--- src/rtl/bfprocessor_pipe.sv ---
// Three-stage radix-2 butterfly: D = (A+B)k, E = W(A-B)k with optional halving or saturation.
// Valid/ready pipeline with one global advance enable and a sticky saturation flag.
module bfprocessor_pipe #(
  parameter int W  = 8,
  parameter int TW = 8
) (
  input  logic          clk,
  input  logic          rst,
  input  logic          i_valid,
  output logic          o_in_ready,
  input  logic [W-1:0]  A_re,
  input  logic [W-1:0]  A_im,
  input  logic [W-1:0]  B_re,
  input  logic [W-1:0]  B_im,
  input  logic [TW-1:0] i_C,
  input  logic [TW:0]   C_plus_S,
  input  logic [TW:0]   C_minus_S,
  input  logic          i_scale,
  input  logic          i_ovf_clr,
  input  logic          i_out_ready,
  output logic          o_valid,
  output logic [W-1:0]  D_re,
  output logic [W-1:0]  D_im,
  output logic [W-1:0]  E_re,
  output logic [W-1:0]  E_im,
  output logic          o_ovf
);

  localparam int PW = W + TW + 1;
  localparam int RW = PW + 2;
  localparam logic [RW-1:0] RND = RW'(1) << (TW - 2);

  // Products are formed on operands sign-extended to PW bits, so the low PW bits
  // of an unsigned multiply equal the signed product; no signed types needed.
  function automatic logic [W:0] stage1_fit(input logic [W:0] v, input logic scale);
    if (scale) return {1'b0, v[W:1]};
    if (v[W] != v[W-1]) return {1'b1, v[W], {(W-1){~v[W]}}};
    return {1'b0, v[W-1:0]};
  endfunction

  function automatic logic [W:0] stage3_fit(input logic [RW-1:0] v);
    if ((&v[RW-1:W-1]) || !(|v[RW-1:W-1])) return {1'b0, v[W-1:0]};
    return {1'b1, v[RW-1], {(W-1){~v[RW-1]}}};
  endfunction

  logic en, take;
  assign en         = !o_valid || i_out_ready;
  assign o_in_ready = en;
  assign take       = i_valid && en;

  logic [W:0] sum_re, sum_im, dif_re, dif_im;
  logic [W:0] f_sre, f_sim, f_dre, f_dim;
  logic       sat1;
  assign sum_re = {A_re[W-1], A_re} + {B_re[W-1], B_re};
  assign sum_im = {A_im[W-1], A_im} + {B_im[W-1], B_im};
  assign dif_re = {A_re[W-1], A_re} - {B_re[W-1], B_re};
  assign dif_im = {A_im[W-1], A_im} - {B_im[W-1], B_im};
  assign f_sre  = stage1_fit(sum_re, i_scale);
  assign f_sim  = stage1_fit(sum_im, i_scale);
  assign f_dre  = stage1_fit(dif_re, i_scale);
  assign f_dim  = stage1_fit(dif_im, i_scale);
  assign sat1   = take && (f_sre[W] || f_sim[W] || f_dre[W] || f_dim[W]);

  logic          v1;
  logic [W-1:0]  d1_re, d1_im, x1, y1;
  logic [TW-1:0] c1;
  logic [TW:0]   cps1, cms1;

  logic [W:0]    xmy;
  logic [PW-1:0] t_n, p_n, q_n;
  assign xmy = {x1[W-1], x1} - {y1[W-1], y1};
  assign t_n = {{(W+1){c1[TW-1]}}, c1} * {{TW{xmy[W]}}, xmy};
  assign p_n = {{W{cms1[TW]}}, cms1} * {{(TW+1){y1[W-1]}}, y1};
  assign q_n = {{W{cps1[TW]}}, cps1} * {{(TW+1){x1[W-1]}}, x1};

  logic          v2;
  logic [W-1:0]  d2_re, d2_im;
  logic [PW-1:0] t2, p2, q2;

  logic [RW-1:0] re_r, im_r, re_sh, im_sh;
  logic [W:0]    f_ere, f_eim;
  logic          sat3;
  assign re_r  = {{2{t2[PW-1]}}, t2} + {{2{p2[PW-1]}}, p2} + RND;
  assign im_r  = {{2{q2[PW-1]}}, q2} - {{2{t2[PW-1]}}, t2} + RND;
  assign re_sh = {{(TW-1){re_r[RW-1]}}, re_r[RW-1:TW-1]};
  assign im_sh = {{(TW-1){im_r[RW-1]}}, im_r[RW-1:TW-1]};
  assign f_ere = stage3_fit(re_sh);
  assign f_eim = stage3_fit(im_sh);
  assign sat3  = v2 && en && (f_ere[W] || f_eim[W]);

  always_ff @(posedge clk or posedge rst) begin
    if (rst) begin
      v1      <= 1'b0;
      d1_re   <= '0;
      d1_im   <= '0;
      x1      <= '0;
      y1      <= '0;
      c1      <= '0;
      cps1    <= '0;
      cms1    <= '0;
      v2      <= 1'b0;
      d2_re   <= '0;
      d2_im   <= '0;
      t2      <= '0;
      p2      <= '0;
      q2      <= '0;
      o_valid <= 1'b0;
      D_re    <= '0;
      D_im    <= '0;
      E_re    <= '0;
      E_im    <= '0;
      o_ovf   <= 1'b0;
    end else begin
      if (en) begin
        v1      <= i_valid;
        d1_re   <= f_sre[W-1:0];
        d1_im   <= f_sim[W-1:0];
        x1      <= f_dre[W-1:0];
        y1      <= f_dim[W-1:0];
        c1      <= i_C;
        cps1    <= C_plus_S;
        cms1    <= C_minus_S;
        v2      <= v1;
        d2_re   <= d1_re;
        d2_im   <= d1_im;
        t2      <= t_n;
        p2      <= p_n;
        q2      <= q_n;
        o_valid <= v2;
        D_re    <= d2_re;
        D_im    <= d2_im;
        E_re    <= f_ere[W-1:0];
        E_im    <= f_eim[W-1:0];
      end
      // a fresh saturation event outranks the clear
      if (sat1 || sat3) o_ovf <= 1'b1;
      else if (i_ovf_clr) o_ovf <= 1'b0;
    end
  end

endmodule

--- config.mk ---
export PLATFORM = sky130hd
export DESIGN_NAME = bfprocessor_pipe
export DESIGN_NICKNAME = d
export VERILOG_FILES = /design/src/rtl/bfprocessor_pipe.sv
export SDC_FILE = /design/constraint.sdc
export NUM_CORES = 1
export LEC_CHECK = 0
export CAP_MARGIN = 20
export CORE_MARGIN = 4
export CORE_UTILIZATION = 35
export CTS_CLUSTER_SIZE = 16
export DETAILED_ROUTE_END_ITERATION = 12
export SETUP_SLACK_MARGIN = 0.2
export SLEW_MARGIN = 20
export SYNTH_ARGS = -nofsm -noshare
export SYNTH_HDL_FRONTEND = slang
export SYNTH_SLANG_ARGS = --single-unit
--- constraint.sdc ---
create_clock -name clk -period 7 [get_ports clk]
set_input_delay 0.7 -clock clk [delete_from_list [all_inputs] [get_ports clk]]
set_output_delay 0.7 -clock clk [all_outputs]
set_load 0.005 [all_outputs]
==> implementation parameters, run 1 <==
Parameter                              Value

STA
  Final critical-path required period    6.35 ns
  Hold Violations, Final    0
  Final worst clock skew    0.0147 ns
  Slew of the pin with the lowest slew margin    0.880 ns
  Crit share post-route    0.907
  Total of endpoints with negative setup slack in the final report    0
  Unrepaired setup endpoints after global routing    no
  Maximum clock rate    158 MHz
  Post-Route Setup TNS    0 ns
  Max Slew Vio Count    0
  Worst rel slew slack    0.414

Synth
  Complex-gate fraction of the synthesized area    0.106
  Summed instance area of the synthesized netlist    17700 sq um
  Instance count of the mapped netlist    2001
  Number of flip-flops and latches in the synthesized netlist    161
  Register area share after synthesis    0.228
  Number of synthesized flops with an enable pin    0
  Post-synthesis share of cell area spent on xor and xnor gates    0.0485
  Synth async-reset ratio    1.00
  Area share of fa/ha/maj cells after synthesis    0.358
  Combinational family with the most area after synthesis    adder cells
  Syn_nets    2458
  Mean post-synth cell area    8.84 sq um
  Yosys cell types    66
  Top flip-flop cell by instance count after synthesis    sky130_fd_sc_hd__dfrtp_1
  Syn. warnings    0
  Fraction of the mapped netlist area in simple logic gates    0.181
  Post-synthesis mux area share    0.00113

Global routing
  Pin count of the biggest net entering global routing    147
  Number of global-route vias before repair    13900
  Combined global-route utilization of all metal layers    0.157
  Global-route wire length before repair    68600 um
  Grt ovf    0
  Initial antenna violation count    1

Drt
  Overall via count from detail_route    13300
  Number of search-and-repair iterations in the first detailed-routing pass    5
  Routed Wire Length    41000 um
  Post-DR vias/cell    4.81
  Remaining antenna violation count    0
  Initial DRC count    577
  Remaining DRCs    0
  Average wire length per cell after detail routing    14.9 um

Finish
  Antenna Diode Count    0
  Number of nets in the layout    2527
  Most common library cell in the layout ignoring fill and taps    sky130_fd_sc_hd__nand2_1
  Final core utilization    0.400
  Fraction of layout cells with a size suffix above 1    0.0370
  Most used cells in the layout excluding fill and tap cells    345 x sky130_fd_sc_hd__nand2_1, 308 x sky130_fd_sc_hd__inv_1, 205 x sky130_fd_sc_hd__ha_1
  Area Growth Syn to Fin    13.1%

Hold path
  Hold Crit Class    register to register

Floorplanning
  Y dimension of the die    233 um
  Core Rows    82
  Effective utilization at floorplan    0.353
  Die X    233 um
  Core Footprint    50100 sq um
  Total Die Area    54200 sq um
  Number of top-level pins    99

Setup path
  CP Data Required Time    7.33 ns
  Setup crit end kind    register
  Class of the most critical setup path    register to register
  Arrival time at the worst endpoint    6.67 ns
  Largest driver fanout on the critical path    11
  CP Launch Type    register

Placement
  Port Buffer Count    98
  Detailed placer's ending HPWL    33000 um
  Weighted congestion at the end of routability-driven global placement    0.878

CTS
  CTS H-tree depth    4
  Cts bufs inserted    17
  Clock insertion delay at the later pin of the skew report    0.49 ns
  Number of clock sinks    161
  Clock transition at path regs    0.07 ns
  Buffer type at the clock tree root    sky130_fd_sc_hd__clkbuf_16
  Max Buffers Root-to-Sink    2
  TritonCTS clock tree    done
  Hold_buf cts    0

Outcome
  Status    complete, no violations

Run
  Max capacitance violation total    0
-- final timing paths --
kind,to,slack [ns],cells after the start,from
setup / recovery,t2[16],0.65,26,y1[0]
hold / removal,d2_im[0],0.47,2,d2_im[0]
setup reg to reg,t2[16],0.65,26,y1[0]
hold reg to reg,d2_im[0],0.47,2,d2_im[0]
max in group asynchronous,cms1[0],5.03,4,rst
min in group asynchronous,D_im[0],0.76,2,rst
-- cells in the mapped netlist (all sizes together), types with 2 or more instances --
cell type / n / area share
nand2: 345 / 0.073
inv: 310 / 0.066
ha: 205 / 0.14
fa: 188 / 0.21
dfrtp: 161 / 0.23
and2: 123 / 0.044
a21oi: 109 / 0.032
nor2: 106 / 0.022
xnor2: 67 / 0.033
o21ai: 52 / 0.016
clkbuf: 48 / 0.010
xor2: 31 / 0.015
nand2b: 27 / 0.0095
nor2b: 21 / 0.0074
o21bai: 18 / 0.0076
or2: 16 / 0.0057
a21o: 13 / 0.0056
nand3: 12 / 0.0034
nor3: 12 / 0.0037
a221o: 11 / 0.0062
a221oi: 10 / 0.0050
or3: 10 / 0.0035
a31oi: 9 / 0.0032
a21boi: 8 / 0.0034
and3: 8 / 0.0029
buf: 8 / 0.0021
nand4: 7 / 0.0025
o211ai: 7 / 0.0030
o311ai: 6 / 0.0030
o31ai: 6 / 0.0025
a211oi: 5 / 0.0021
o21a: 5 / 0.0021
o311a: 4 / 0.0023
a211o: 3 / 0.0015
a31o: 3 / 0.0015
a41oi: 3 / 0.0015
a22o: 2 / 0.00099
a311oi: 2 / 0.00099
mux2i: 2 / 0.0011
o221a: 2 / 0.0013
o22ai: 2 / 0.00071
-- registers in the layout (all words and copies together), names as in the netlist, 9 cells and up --
name	cells
q2	17
p2	17
cms1	9
t2	17
cps1	9
-- worst max-delay path, cell delays in order, from the launching register on --
cell	delay, ns
sky130_fd_sc_hd__dfrtp_1	0.55
sky130_fd_sc_hd__ha_1	0.23
sky130_fd_sc_hd__inv_1	0.07
sky130_fd_sc_hd__fa_1	0.40
sky130_fd_sc_hd__nand2_1	0.08
sky130_fd_sc_hd__nand2_1	0.05
sky130_fd_sc_hd__a21oi_1	0.23
sky130_fd_sc_hd__o21bai_1	0.10
sky130_fd_sc_hd__a21oi_1	0.22
sky130_fd_sc_hd__xnor2_1	0.35
sky130_fd_sc_hd__nand2_1	0.15
sky130_fd_sc_hd__fa_1	0.47
sky130_fd_sc_hd__fa_1	0.51
sky130_fd_sc_hd__inv_1	0.05
sky130_fd_sc_hd__fa_1	0.52
sky130_fd_sc_hd__inv_1	0.05
sky130_fd_sc_hd__fa_1	0.47
sky130_fd_sc_hd__inv_1	0.04
sky130_fd_sc_hd__ha_1	0.31
sky130_fd_sc_hd__o21ai_0	0.12
sky130_fd_sc_hd__a21boi_0	0.28
sky130_fd_sc_hd__o21ai_0	0.15
sky130_fd_sc_hd__a21oi_1	0.20
sky130_fd_sc_hd__a41oi_1	0.17
sky130_fd_sc_hd__a21oi_1	0.19
sky130_fd_sc_hd__xnor2_1	0.13
sky130_fd_sc_hd__o21ai_0	0.09
-- repair_timing --
item | 4_1_cts | 5_1_grt
setup buffers | 0 | 0
gates resized for setup | 0 | 2
endpoints found under the setup margin | 0 | 3
-- cells by family (layout without fill, tap and decap cells) --
group                    after synthesis  count (layout)
AO/OA/AOI/OAI                        287             287
XOR/XNOR                              98              98
adder cells (fa/ha/maj)              393             393
buffers and inverters                367             449
flip-flops                           161             161
multiplexers                           2               2
AND/OR/NAND/NOR                      693             693
-- stage by stage --
| stage | setup slack (ns) | std cells | hold slack, ns | area, sq um |
|---|---|---|---|---|
| 6_report | 0.654 | 2755 | 0.469 | 20000 |
| 3_3_place_gp | 0.707 | 2722 | 0.452 | 19400 |
| 3_5_place_dp | 0.569 | 2722 | 0.456 | 19400 |
| 5_1_grt | 0.226 | 2755 | 0.487 | 20000 |
| 4_1_cts | 0.555 | 2754 | 0.473 | 20000 |
| 2_1_floorplan | 1.24 | 2001 | 0.430 | 17700 |
-- final cells by class --
type                    instances  area (sq um)
clock inverters                14           170
clock buffers                  18           429
repair buffers                106          1070
flip-flops and latches        161          4030
fillers                      5123         30100
well taps                     672           841
multi-input cells            1473         12300
inverters                     311          1180
-- per-layer routing --
layer	track usage	vias up	share of wire
met3	0.0235	56	0.029
met2	0.264	210	0.48
met5	0	-	0
met4	0.0614	0	0.030
li1	-	6500	-
met1	0.203	6487	0.46
Power of run 1 is left out: the tool's default activity adds up to more than one toggle a clock period on the data nets, which glitch-free logic cannot reach.
==> run 2, diff against run 1 <==
--- a/config.mk
+++ b/config.mk
@@ -6,10 +6,14 @@
 export NUM_CORES = 1
 export LEC_CHECK = 0
 export CAP_MARGIN = 20
+export CELL_PAD_IN_SITES_DETAIL_PLACEMENT = 0
+export CELL_PAD_IN_SITES_GLOBAL_PLACEMENT = 2
 export CORE_MARGIN = 4
 export CORE_UTILIZATION = 35
+export CTS_CLUSTER_DIAMETER = 80
 export CTS_CLUSTER_SIZE = 16
 export DETAILED_ROUTE_END_ITERATION = 12
+export PLACE_DENSITY_LB_ADDON = 0.1
 export SETUP_SLACK_MARGIN = 0.2
 export SLEW_MARGIN = 20
 export SYNTH_ARGS = -nofsm -noshare
==> run 2 against run 1 <==
  * Sequential share of layout area about the same
  * Cell count up 0.11%
  * Maximum frequency up 2.5%
  * Die area unchanged
  * Critical endpoint is now t2[15]
  * Non-clock buffer count up 3
  * Wire length up 8.9%
  * Register-to-register slack better by 0.15 ns
  * Critical path depth unchanged
==> implementation parameters, run 2 (synthesis results as in run 1) <==
Parameter                              Value

Setup path
  Reg2Reg Launch Point    x1[0]
  R2R depth    26 (unchanged)
  Critical Path Start    x1[0]
  CP Data Required Time    7.34 ns (about the same)
  Arrival time at the worst endpoint    6.54 ns (-0.13 ns)
  CP Launch Type    register
  Flop2flop setup slack    0.81 ns (+0.15 ns)
  Cell class contributing the biggest share of worst-path delay    adder cells
  Largest stage delay on the critical path    0.63 ns (+0.08 ns)
  Setup crit end kind    register
  Largest driver fanout on the critical path    11 (unchanged)
  Critical-path cell with the highest stage delay    sky130_fd_sc_hd__fa_1
  Combined buffer and inverter count along the critical path    5 (+1)
  Class of the most critical setup path    register to register
  Crit. path cell count    26 (unchanged)

Hold path
  Worst Min Path Start    d2_re[7]
  Hold Crit Class    register to register
  Worst hold path stage count    2 (unchanged)

Finish
  Filler cells    5275 (+3.0%)
  Area Growth Syn to Fin    13.3%
  Final core utilization    0.400 (+0.000500)
  Sequential cell area in the final layout    4030 sq um (unchanged)
  Fraction of layout cells with a size suffix above 1    0.0393 (+0.00234)
  Biggest registers after layout    p2: 17 flops, q2: 17 flops, t2: 17 flops
  Number of nets in the layout    2530 (+0.12%)
  Antenna Diode Count    0 (unchanged)
  Most common library cell in the layout ignoring fill and taps    sky130_fd_sc_hd__nand2_1
  Combined area of the multi-input logic cells    12300 sq um (about the same)
  Most used cells in the layout excluding fill and tap cells    345 x sky130_fd_sc_hd__nand2_1, 308 x sky130_fd_sc_hd__inv_1, 205 x sky130_fd_sc_hd__ha_1

CTS
  CTS H-tree depth    4 (unchanged)
  Hold_buf cts    0 (unchanged)
  Max Buffers Root-to-Sink    2 (unchanged)
  Clock transition at path regs    0.07 ns (about the same)
  TritonCTS clock tree    done
  Cts bufs inserted    17 (unchanged)
  Setup repair bufs after CTS    0 (unchanged)
  Clock insertion delay at the later pin of the skew report    0.49 ns (about the same)
  Buffer type at the clock tree root    sky130_fd_sc_hd__clkbuf_16
  Number of clock sinks    161 (unchanged)

Floorplanning
  Core Footprint    50100 sq um (unchanged)
  Die X    233 um (unchanged)
  Effective utilization at floorplan    0.353 (unchanged)
  Number of top-level pins    99 (unchanged)
  Total Die Area    54200 sq um (unchanged)
  Core Rows    82 (unchanged)
  Y dimension of the die    233 um (unchanged)

Drt
  Remaining antenna violation count    0 (unchanged)
  Post-DR vias/cell    4.70 (-2.2%)
  Routed Wire Length    44600 um (+8.9%)
  Number of search-and-repair iterations in the first detailed-routing pass    5 (unchanged)
  Overall via count from detail_route    13000 (-2.1%)
  Initial DRC count    557 (-3.5%)
  Remaining DRCs    0 (unchanged)
  Average wire length per cell after detail routing    16.2 um (+8.8%)

Run
  Max capacitance violation total    0 (unchanged)

Placement
  Weighted congestion at the end of routability-driven global placement    0.817 (-7.0%)
  Port Buffer Count    98 (unchanged)
  Detailed placer's ending HPWL    36000 um (+9.3%)

STA
  Crit share post-route    0.885 (-0.0219)
  Worst rel slew slack    0.419 (+0.00587)
  Max Slew Vio Count    0 (unchanged)
  Maximum clock rate    161 MHz (+2.5%)
  Post-Route Setup TNS    0 ns (unchanged)
  Final critical-path required period    6.19 ns (-0.154 ns)
  Final worst clock skew    0.0161 ns (+0.00135 ns)
  Total of endpoints with negative setup slack in the final report    0 (unchanged)
  Slew of the pin with the lowest slew margin    0.860 ns (-0.0197 ns)
  Unrepaired setup endpoints after global routing    no
  Hold Violations, Final    0 (unchanged)

Outcome
  Status    complete, no violations

Global routing
  Pin count of the biggest net entering global routing    94 (-36%)
  Initial antenna violation count    0 (-1)
  Met2 track utilization from global routing    0.290 (+0.0265)
  Grt peak-use layer    met2
  Met3 usage in global routing    0.0253 (+0.00184)
  Combined global-route utilization of all metal layers    0.174 (+0.0172)
  Grt ovf    0 (unchanged)
  Number of global-route vias before repair    13500 (-2.8%)
  Global-route wire length before repair    73500 um (+7.1%)
  Met1 demand-to-capacity share in global routing    0.237 (+0.0342)
-- run 2: final cells by class --
| class | instances | share of cell area |
|---|---|---|
| clock buffers | 19 | 0.0226 |
| clock inverters | 13 | 0.00824 |
| inverters | 311 | 0.0587 |
| multi-input cells | 1473 | 0.614 |
| flip-flops and latches | 161 | 0.201 |
| well taps | 672 | 0.0420 |
| repair buffers | 109 | 0.0537 |
-- run 2: timing repair --
item                                   in CTS  in global routing
setup endpoints to repair                   0                  3
endpoints found under the hold margin       0                  0
gates resized for setup                     0                  4
-- run 2: tightest hold or removal path, stage by stage (launching register included) --
cell                      delay [ns]
sky130_fd_sc_hd__dfrtp_1        0.35
sky130_fd_sc_hd__nand2_1        0.05
sky130_fd_sc_hd__nand2_1        0.05
-- run 2: path summary, 6_finish.rpt --
check / end
worst max-delay path: t2[15]
worst min-delay path: d2_re[7]
worst max register to register: t2[15]
worst min register to register: d2_re[7]
max in group asynchronous: E_im[7]
min in group asynchronous: d2_im[2]
-- run 2: through the flow --
stage	area, sq um	cells	hold slack, ns	worst slack, ns
2_1_floorplan	17700	2001	0.430	1.24
3_3_place_gp	19400	2726	0.450	0.609
3_5_place_dp	19400	2726	0.455	0.535
4_1_cts	20000	2758	0.473	0.529
5_1_grt	20000	2758	0.497	0.210
6_report	20000	2758	0.469	0.808
-- run 2: layer usage --
layer	vias up	share of wire
met5	-	0
met4	0	0.014
li1	6508	-
met3	30	0.021
met1	6313	0.49
met2	123	0.47
Power of run 2 is left out for the same reason.
